[src/rtl/encoder_8b10b_tx_sched.sv]
// 8B/10B transmit sequencer: comma training, idle fill, periodic alignment bursts.
// Define ENC8B10B_SCHED_KCHECK_EN to replace illegal K bytes with K28.5 and pulse o_kerr.
module encoder_8b10b_1byte (
    input  logic [7:0] i_data,
    input  logic       i_datak,
    input  logic       i_run_disp,
    output logic [9:0] o_data10,
    output logic       o_run_disp
);
    logic [4:0] x;
    logic [2:0] y;
    logic [5:0] c6_neg, c6;
    logic [3:0] c4_neg, c4;
    logic       k28, unbal6, unbal4, rd_mid, use_a7;

    always_comb begin
        x = i_data[4:0];
        y = i_data[7:5];
        k28 = i_datak && (x == 5'd28);
        // 5b/6b codes in abcdei order (MSB = a), RD- column
        case (x)
            5'd0:  c6_neg = 6'b100111;  5'd1:  c6_neg = 6'b011101;
            5'd2:  c6_neg = 6'b101101;  5'd3:  c6_neg = 6'b110001;
            5'd4:  c6_neg = 6'b110101;  5'd5:  c6_neg = 6'b101001;
            5'd6:  c6_neg = 6'b011001;  5'd7:  c6_neg = 6'b111000;
            5'd8:  c6_neg = 6'b111001;  5'd9:  c6_neg = 6'b100101;
            5'd10: c6_neg = 6'b010101;  5'd11: c6_neg = 6'b110100;
            5'd12: c6_neg = 6'b001101;  5'd13: c6_neg = 6'b101100;
            5'd14: c6_neg = 6'b011100;  5'd15: c6_neg = 6'b010111;
            5'd16: c6_neg = 6'b011011;  5'd17: c6_neg = 6'b100011;
            5'd18: c6_neg = 6'b010011;  5'd19: c6_neg = 6'b110010;
            5'd20: c6_neg = 6'b001011;  5'd21: c6_neg = 6'b101010;
            5'd22: c6_neg = 6'b011010;  5'd23: c6_neg = 6'b111010;
            5'd24: c6_neg = 6'b110011;  5'd25: c6_neg = 6'b100110;
            5'd26: c6_neg = 6'b010110;  5'd27: c6_neg = 6'b110110;
            5'd28: c6_neg = k28 ? 6'b001111 : 6'b001110;
            5'd29: c6_neg = 6'b101110;  5'd30: c6_neg = 6'b011110;
            default: c6_neg = 6'b101011;
        endcase
        unbal6 = ($countones(c6_neg) != 3);
        c6     = (i_run_disp && (unbal6 || x == 5'd7)) ? ~c6_neg : c6_neg;
        rd_mid = i_run_disp ^ unbal6;

        // Alternate x.7 avoids a run of five equal bits across the sub-block boundary
        use_a7 = (y == 3'd7) && (i_datak ||
                 (!rd_mid && (x == 5'd17 || x == 5'd18 || x == 5'd20)) ||
                 ( rd_mid && (x == 5'd11 || x == 5'd13 || x == 5'd14)));
        case (y)
            3'd0: c4_neg = 4'b1011;
            3'd1: c4_neg = 4'b1001;
            3'd2: c4_neg = 4'b0101;
            3'd3: c4_neg = 4'b1100;
            3'd4: c4_neg = 4'b1101;
            3'd5: c4_neg = 4'b1010;
            3'd6: c4_neg = 4'b0110;
            default: c4_neg = use_a7 ? 4'b0111 : 4'b1110;
        endcase
        unbal4 = ($countones(c4_neg) != 2);
        if (k28 && (y == 3'd1 || y == 3'd2 || y == 3'd5 || y == 3'd6))
            c4 = rd_mid ? c4_neg : ~c4_neg;
        else
            c4 = (rd_mid && (unbal4 || y == 3'd3)) ? ~c4_neg : c4_neg;
        o_run_disp = rd_mid ^ unbal4;

        o_data10 = '0;
        for (int i = 0; i < 6; i++) o_data10[i] = c6[5 - i];
        for (int i = 0; i < 4; i++) o_data10[6 + i] = c4[3 - i];
    end
endmodule

module encoder_8b10b_tx_sched #(
    parameter int TRAIN_LEN    = 64,
    parameter int ALIGN_PERIOD = 1024,
    parameter int ALIGN_BURST  = 2
) (
    input  logic       i_clk,
    input  logic       i_rst,
    input  logic       i_enable,
    input  logic [7:0] i_data,
    input  logic       i_datak,
    input  logic       i_valid,
    output logic       o_ready,
    output logic [9:0] o_data10,
    output logic       o_run_disp,
    output logic       o_train_done,
    output logic       o_align_active,
    output logic       o_kerr,
    output logic [1:0] o_state
);
    localparam int TW = (TRAIN_LEN > 1) ? $clog2(TRAIN_LEN) : 1;
    localparam int AW = (ALIGN_PERIOD > 1) ? $clog2(ALIGN_PERIOD) : 1;
    localparam int BW = (ALIGN_BURST > 1) ? $clog2(ALIGN_BURST) : 1;
    localparam logic [TW-1:0] TRAIN_LAST = TW'(TRAIN_LEN - 1);
    localparam logic [AW-1:0] ALIGN_LAST = AW'(ALIGN_PERIOD - 1);
    localparam logic [BW-1:0] BURST_LAST = BW'(ALIGN_BURST - 1);
    localparam logic [7:0]    K28_5      = 8'hBC;

    typedef enum logic [1:0] {ST_OFF, ST_TRAIN, ST_RUN, ST_ALIGN} state_t;

    state_t          state, state_n;
    logic [TW-1:0]   train_cnt, train_n;
    logic [AW-1:0]   align_cnt, align_n;
    logic [BW-1:0]   burst_cnt, burst_n;
    logic            run_disp;
    logic [7:0]      enc_data;
    logic            enc_k;
    logic [9:0]      enc_sym;
    logic            enc_rd;
    logic            accept;

    assign o_ready        = (state == ST_RUN) && i_enable;
    assign accept         = o_ready && i_valid;
    assign o_train_done   = (state == ST_RUN) || (state == ST_ALIGN);
    assign o_align_active = (state == ST_ALIGN);
    assign o_run_disp     = run_disp;
    assign o_state        = state;

`ifdef ENC8B10B_SCHED_KCHECK_EN
    logic kerr_n, kerr_q;
    logic k_legal;
    always_comb begin
        case (i_data)
            8'h1C, 8'h3C, 8'h5C, 8'h7C, 8'h9C, 8'hBC, 8'hDC, 8'hFC,
            8'hF7, 8'hFB, 8'hFD, 8'hFE: k_legal = 1'b1;
            default:                    k_legal = 1'b0;
        endcase
    end
    assign o_kerr = kerr_q;
`else
    assign o_kerr = 1'b0;
`endif

    always_comb begin
        state_n  = state;
        train_n  = train_cnt;
        align_n  = align_cnt;
        burst_n  = burst_cnt;
        enc_data = K28_5;
        enc_k    = 1'b1;
`ifdef ENC8B10B_SCHED_KCHECK_EN
        kerr_n   = 1'b0;
`endif
        case (state)
            ST_OFF: begin
                if (i_enable) begin
                    state_n = ST_TRAIN;
                    train_n = '0;
                end
            end
            ST_TRAIN: begin
                if (train_cnt == TRAIN_LAST) begin
                    state_n = ST_RUN;
                    align_n = '0;
                end else begin
                    train_n = train_cnt + 1'b1;
                end
            end
            ST_RUN: begin
                if (accept) begin
                    enc_data = i_data;
                    enc_k    = i_datak;
`ifdef ENC8B10B_SCHED_KCHECK_EN
                    if (i_datak && !k_legal) begin
                        enc_data = K28_5;
                        kerr_n   = 1'b1;
                    end
`endif
                end
                // The terminal cycle still transfers; the burst follows it
                if (align_cnt == ALIGN_LAST) begin
                    state_n = ST_ALIGN;
                    burst_n = '0;
                end else begin
                    align_n = align_cnt + 1'b1;
                end
            end
            ST_ALIGN: begin
                if (burst_cnt == BURST_LAST) begin
                    state_n = ST_RUN;
                    align_n = '0;
                end else begin
                    burst_n = burst_cnt + 1'b1;
                end
            end
            default: state_n = ST_OFF;
        endcase
        if (!i_enable) begin
            state_n = ST_OFF;
            train_n = '0;
            align_n = '0;
            burst_n = '0;
        end
    end

    encoder_8b10b_1byte u_enc (
        .i_data     (enc_data),
        .i_datak    (enc_k),
        .i_run_disp (run_disp),
        .o_data10   (enc_sym),
        .o_run_disp (enc_rd)
    );

    always_ff @(posedge i_clk) begin
        if (i_rst) begin
            state     <= ST_OFF;
            train_cnt <= '0;
            align_cnt <= '0;
            burst_cnt <= '0;
            o_data10  <= 10'h283;
            run_disp  <= 1'b0;
`ifdef ENC8B10B_SCHED_KCHECK_EN
            kerr_q    <= 1'b0;
`endif
        end else begin
            state     <= state_n;
            train_cnt <= train_n;
            align_cnt <= align_n;
            burst_cnt <= burst_n;
            o_data10  <= enc_sym;
            run_disp  <= enc_rd;
`ifdef ENC8B10B_SCHED_KCHECK_EN
            kerr_q    <= kerr_n;
`endif
        end
    end
endmodule

[config.mk]
export PLATFORM = sky130hd
export DESIGN_NAME = encoder_8b10b_tx_sched
export DESIGN_NICKNAME = d
export VERILOG_FILES = /design/src/rtl/encoder_8b10b_tx_sched.sv
export SDC_FILE = /design/constraint.sdc
export NUM_CORES = 1
export LEC_CHECK = 0
export CAP_MARGIN = 20
export CORE_MARGIN = 2
export CORE_UTILIZATION = 25
export DETAILED_ROUTE_END_ITERATION = 8
export GPL_TIMING_DRIVEN = 1
export PLACE_DENSITY_LB_ADDON = 0.2
export SETUP_SLACK_MARGIN = 0.5
export SYNTH_ARGS = -nofsm -noshare
export SYNTH_HDL_FRONTEND = slang
export SYNTH_HIERARCHICAL = 1
export SYNTH_SLANG_ARGS = --single-unit
[constraint.sdc]
create_clock -name i_clk -period 15.14 [get_ports i_clk]
set_input_delay 3.785 -clock i_clk [delete_from_list [all_inputs] [get_ports i_clk]]
set_output_delay 3.785 -clock i_clk [all_outputs]
set_load 0.05 [all_outputs]
==> results.txt <==
The run finished with clean final reports. The H-tree was split into 2 levels. After global routing the overflow that remains totals 0.

Summed over all failing endpoints, the final setup total negative slack is 0 ns. Power spread over the standard cell area amounts to 66.2 nW/um^2. The run gives 913 as the number of fill cells.

The floorplan step defined a die boundary enclosing 9320 um^2. During I/O placement, the number of pins put on the boundary was 30. The vertical extent of the die is 96.5 um, and the post-CTS setup repair buffer count is 0. Summed over all instances, the cell type with the most area after synthesis is sky130_fd_sc_hd__dfxtp_1. The main flop type after synthesis is sky130_fd_sc_hd__dfxtp_1.

The slew of the pin with the lowest slew margin came out at 0.666 ns. The area growth from synthesis to layout is 18.8%. The sequential fraction of the synthesis area was 0.281. The area of the multi-input gates is 1420 um^2. The fraction of post-synthesis cell area in the top cell type by area works out to 0.281. The first global-routing pass estimated 7850 um of wire. The final number of max-transition violations is 0, and the final routed wirelength across all metal layers is 4570 um.

After detailed routing, the number of vias per cell comes to 4.88. The clock reaches the later pin of the worst-skew pair after 0.27 ns. Ranked by total cell area, the synthesized netlist is headed by sky130_fd_sc_hd__dfxtp_1 (28%), sky130_fd_sc_hd__nand2_1 (4.9%), sky130_fd_sc_hd__a21oi_1 (4.0%), sky130_fd_sc_hd__fa_1 (3.7%), sky130_fd_sc_hd__xnor2_1 (3.7%). CTS clock-pin slew for the worst setup and hold paths: 0.06 ns. The share of flip-flops with an asynchronous set or reset after synthesis was 0. Measured along the x axis, the die boundary spans 96.5 um. The number of hold-slack violations in the final timing report came out at 0. The critical path class is input port to flop. The minimum clock period is 10.91 ns, and the total of buffers placed on input and output ports is 28.

The synthesized netlist contains 58 unique library cells. Entering global routing, the biggest net connects 18 pins. In the routed design, unresolved DRC markers number 0.

The synthesized netlist occupies a cell area of 2140 um^2. Nature of the critical path endpoint: a flop. Setup repair after global routing left no endpoint under its margin. The number of clock sinks seen by CTS is 30, and the portion of the clock cycle consumed by the worst path in the final layout is 0.720. The worst min-delay path category was flop to flop.

For the largest voltage drop on the vdd net, the log shows 0.0000281 V. Counting every net in the synthesized netlist gives 283. Data on the critical path is required at its endpoint by 15.30 ns.

The number of antenna violations at the first check in global routing was 0; the highest attainable clock frequency was 0.0917 GHz. The share of layout cells above drive strength 1 was 0.116. Summing all flip-flop and latch instances after layout gives 601 um^2. Max-cap violations in this run came to 0.

The run gives 39 as the starting DRC count in detailed routing. The placeable core region was 8260 um^2; the static leakage power was 0.000877 uW. For the normalized max-slew margin, the log shows 0.555. The reg-to-reg setup timing slack was 7.06 ns. For the via count of the first global-routing pass, the log shows 1728. The global-route usage over all layers was 0.105; the placer congestion estimate was 0.786. The total clock buffers created by CTS is 5, and the synthesized area per cell is 8.20 um^2.

The number of core rows was 33. The detailed-route via count is 1863, and the maximum buffer depth of the clock tree is 2. The residual antenna-violating net count after detailed routing is 0, and the worst-case clock skew is 0.00551 ns.

The initial standard-cell utilization of the core was 0.259; the total of flip-flops plus latches after synthesis was 30. The longest individual stage delay on the worst path is 0.54 ns, and the count of flip-flops with a built-in enable after synthesis is 0. The net count of the finished layout is 300. The largest individual stage delay along the critical path comes from the cell sky130_fd_sc_hd__fa_1. Number of warnings issued by yosys: 6. The tools report the data arrival at the endpoint of the critical path as 11.07 ns. In the final routed layout, each cell accounts on average for 12.0 um.

STA classifies the critical path startpoint as an input port. The most numerous cell type found on the critical path is sky130_fd_sc_hd__fa_1. Detailed placement ended at an HPWL of 3390 um.

The logs give 261 for the instance count of the mapped netlist and 0 for the number of cells upsized or downsized after cts. TritonCTS built the clock tree. Before antenna repair, the detailed router went through 4 iterations. CTS placed an instance of sky130_fd_sc_hd__clkbuf_8 at the clock tree root. The final cell utilization of the core was 0.308; the final-report setup violation count was 0. The quantity of hold-fixing buffers added after cts is 0. Along the worst path, the maximum fanout reaches 17. For the count of antenna diodes in the layout, the log shows 0.
==> critical path, delay by kind of cell <==
family / cells / cell delay, ns
AOI/OAI and AO/OA: 6 / 1.22
xor gates and xnor gates: 2 / 0.41
adders and majority gates: 7 / 2.56
buffers and inverters: 3 / 0.60
and+or+nand+nor: 10 / 2.48
==> power by group <==
part	internal (uW)	total, uW	switching [uW]	leakage, uW
combinational	9.59	23.2	13.6	0.000589
sequential	81.3	82.7	1.43	0.000246
clock	35.0	62.4	27.4	0.0000431
total	126	168	42.5	0.000877
==> synthesized netlist by cell type, types with 8 or more instances <==
master	count
sky130_fd_sc_hd__or2_2	11
sky130_fd_sc_hd__a21oi_1	17
sky130_fd_sc_hd__xnor2_1	9
sky130_fd_sc_hd__dfxtp_1	30
sky130_fd_sc_hd__nand2_1	28
sky130_fd_sc_hd__nand3_1	9
sky130_fd_sc_hd__clkbuf_1	10
sky130_fd_sc_hd__inv_1	8
sky130_fd_sc_hd__xor2_1	8
sky130_fd_sc_hd__o21ai_0	12
sky130_fd_sc_hd__nor2_1	13
sky130_fd_sc_hd__nor2b_1	10
==> worst paths after layout <==
kind / from / endpoint / cells after the start
max: i_enable / o_data10[9]$_SDFF_PP1_ / 28
min: burst_cnt$_SDFFE_PP0P_ / burst_cnt$_SDFFE_PP0P_ / 2
min reg2reg: burst_cnt$_SDFFE_PP0P_ / burst_cnt$_SDFFE_PP0P_ / 2
max reg2reg: o_state[1]$_SDFFE_PP0P_ / o_data10[9]$_SDFF_PP1_ / 28
==> cells by family (layout without fill, tap and decap cells) <==
kind of cell,count (synthesis),in the layout,share of synthesized area
other cells,1,1,0.00175
xor+xnor,18,18,0.0772
compound gates,69,69,0.234
mux,3,3,0.0146
fa+ha+maj,10,10,0.0713
buf+inv,26,42,0.0567
flops,30,30,0.281
simple gates,104,104,0.264
==> flip-flops by register name, summed over array words and instances (netlist names) <==
| signal | flops |
|---|---|
| align_cnt | 10 |
| burst_cnt | 1 |
| o_data10 | 10 |
| o_run_disp | 1 |
| o_state | 2 |
| train_cnt | 6 |
==> layout by cell type, fill, tap and decap left out, drive strengths merged, types with 8 or more instances in the layout <==
master         count
clkdlybuf4s50     28
nor2b             10
dfxtp             30
nand2             28
a21oi             18
inv                8
o21ai             14
xor2               8
nor2              13
xnor2             10
or2               12
nand3              9
==> metrics by stage <==
stage	hold WS, ns	worst slack (ns)	cells	instance area, um^2	total power (uW)
floorplan	0.457	4.59	261	2140	99.5
global placement	0.479	3.95	376	2460	108
detailed placement	0.478	3.85	376	2460	108
CTS	0.489	4.13	382	2540	172
global route	0.521	3.60	382	2540	176
finish	0.483	4.23	382	2540	168
==> per-layer routing <==
layer | up-vias | routed length (um) | track usage | share of wire
met3 | 6 | 154 | 0.0209 | 0.034
met2 | 29 | 2210 | 0.182 | 0.48
met5 | - | 0 | 0 | 0
met4 | 0 | 51 | 0.0317 | 0.011
li1 | 958 | - | - | -
met1 | 870 | 2160 | 0.130 | 0.47
==> cell type report <==
type,instances,area share
tap,105,0.0516
clock buffer,6,0.0325
inverter,8,0.0118
sequential,30,0.236
multi-input combinational,205,0.558
timing repair buffer,28,0.110
No activity file was read; power rests on OpenSTA's default activity.
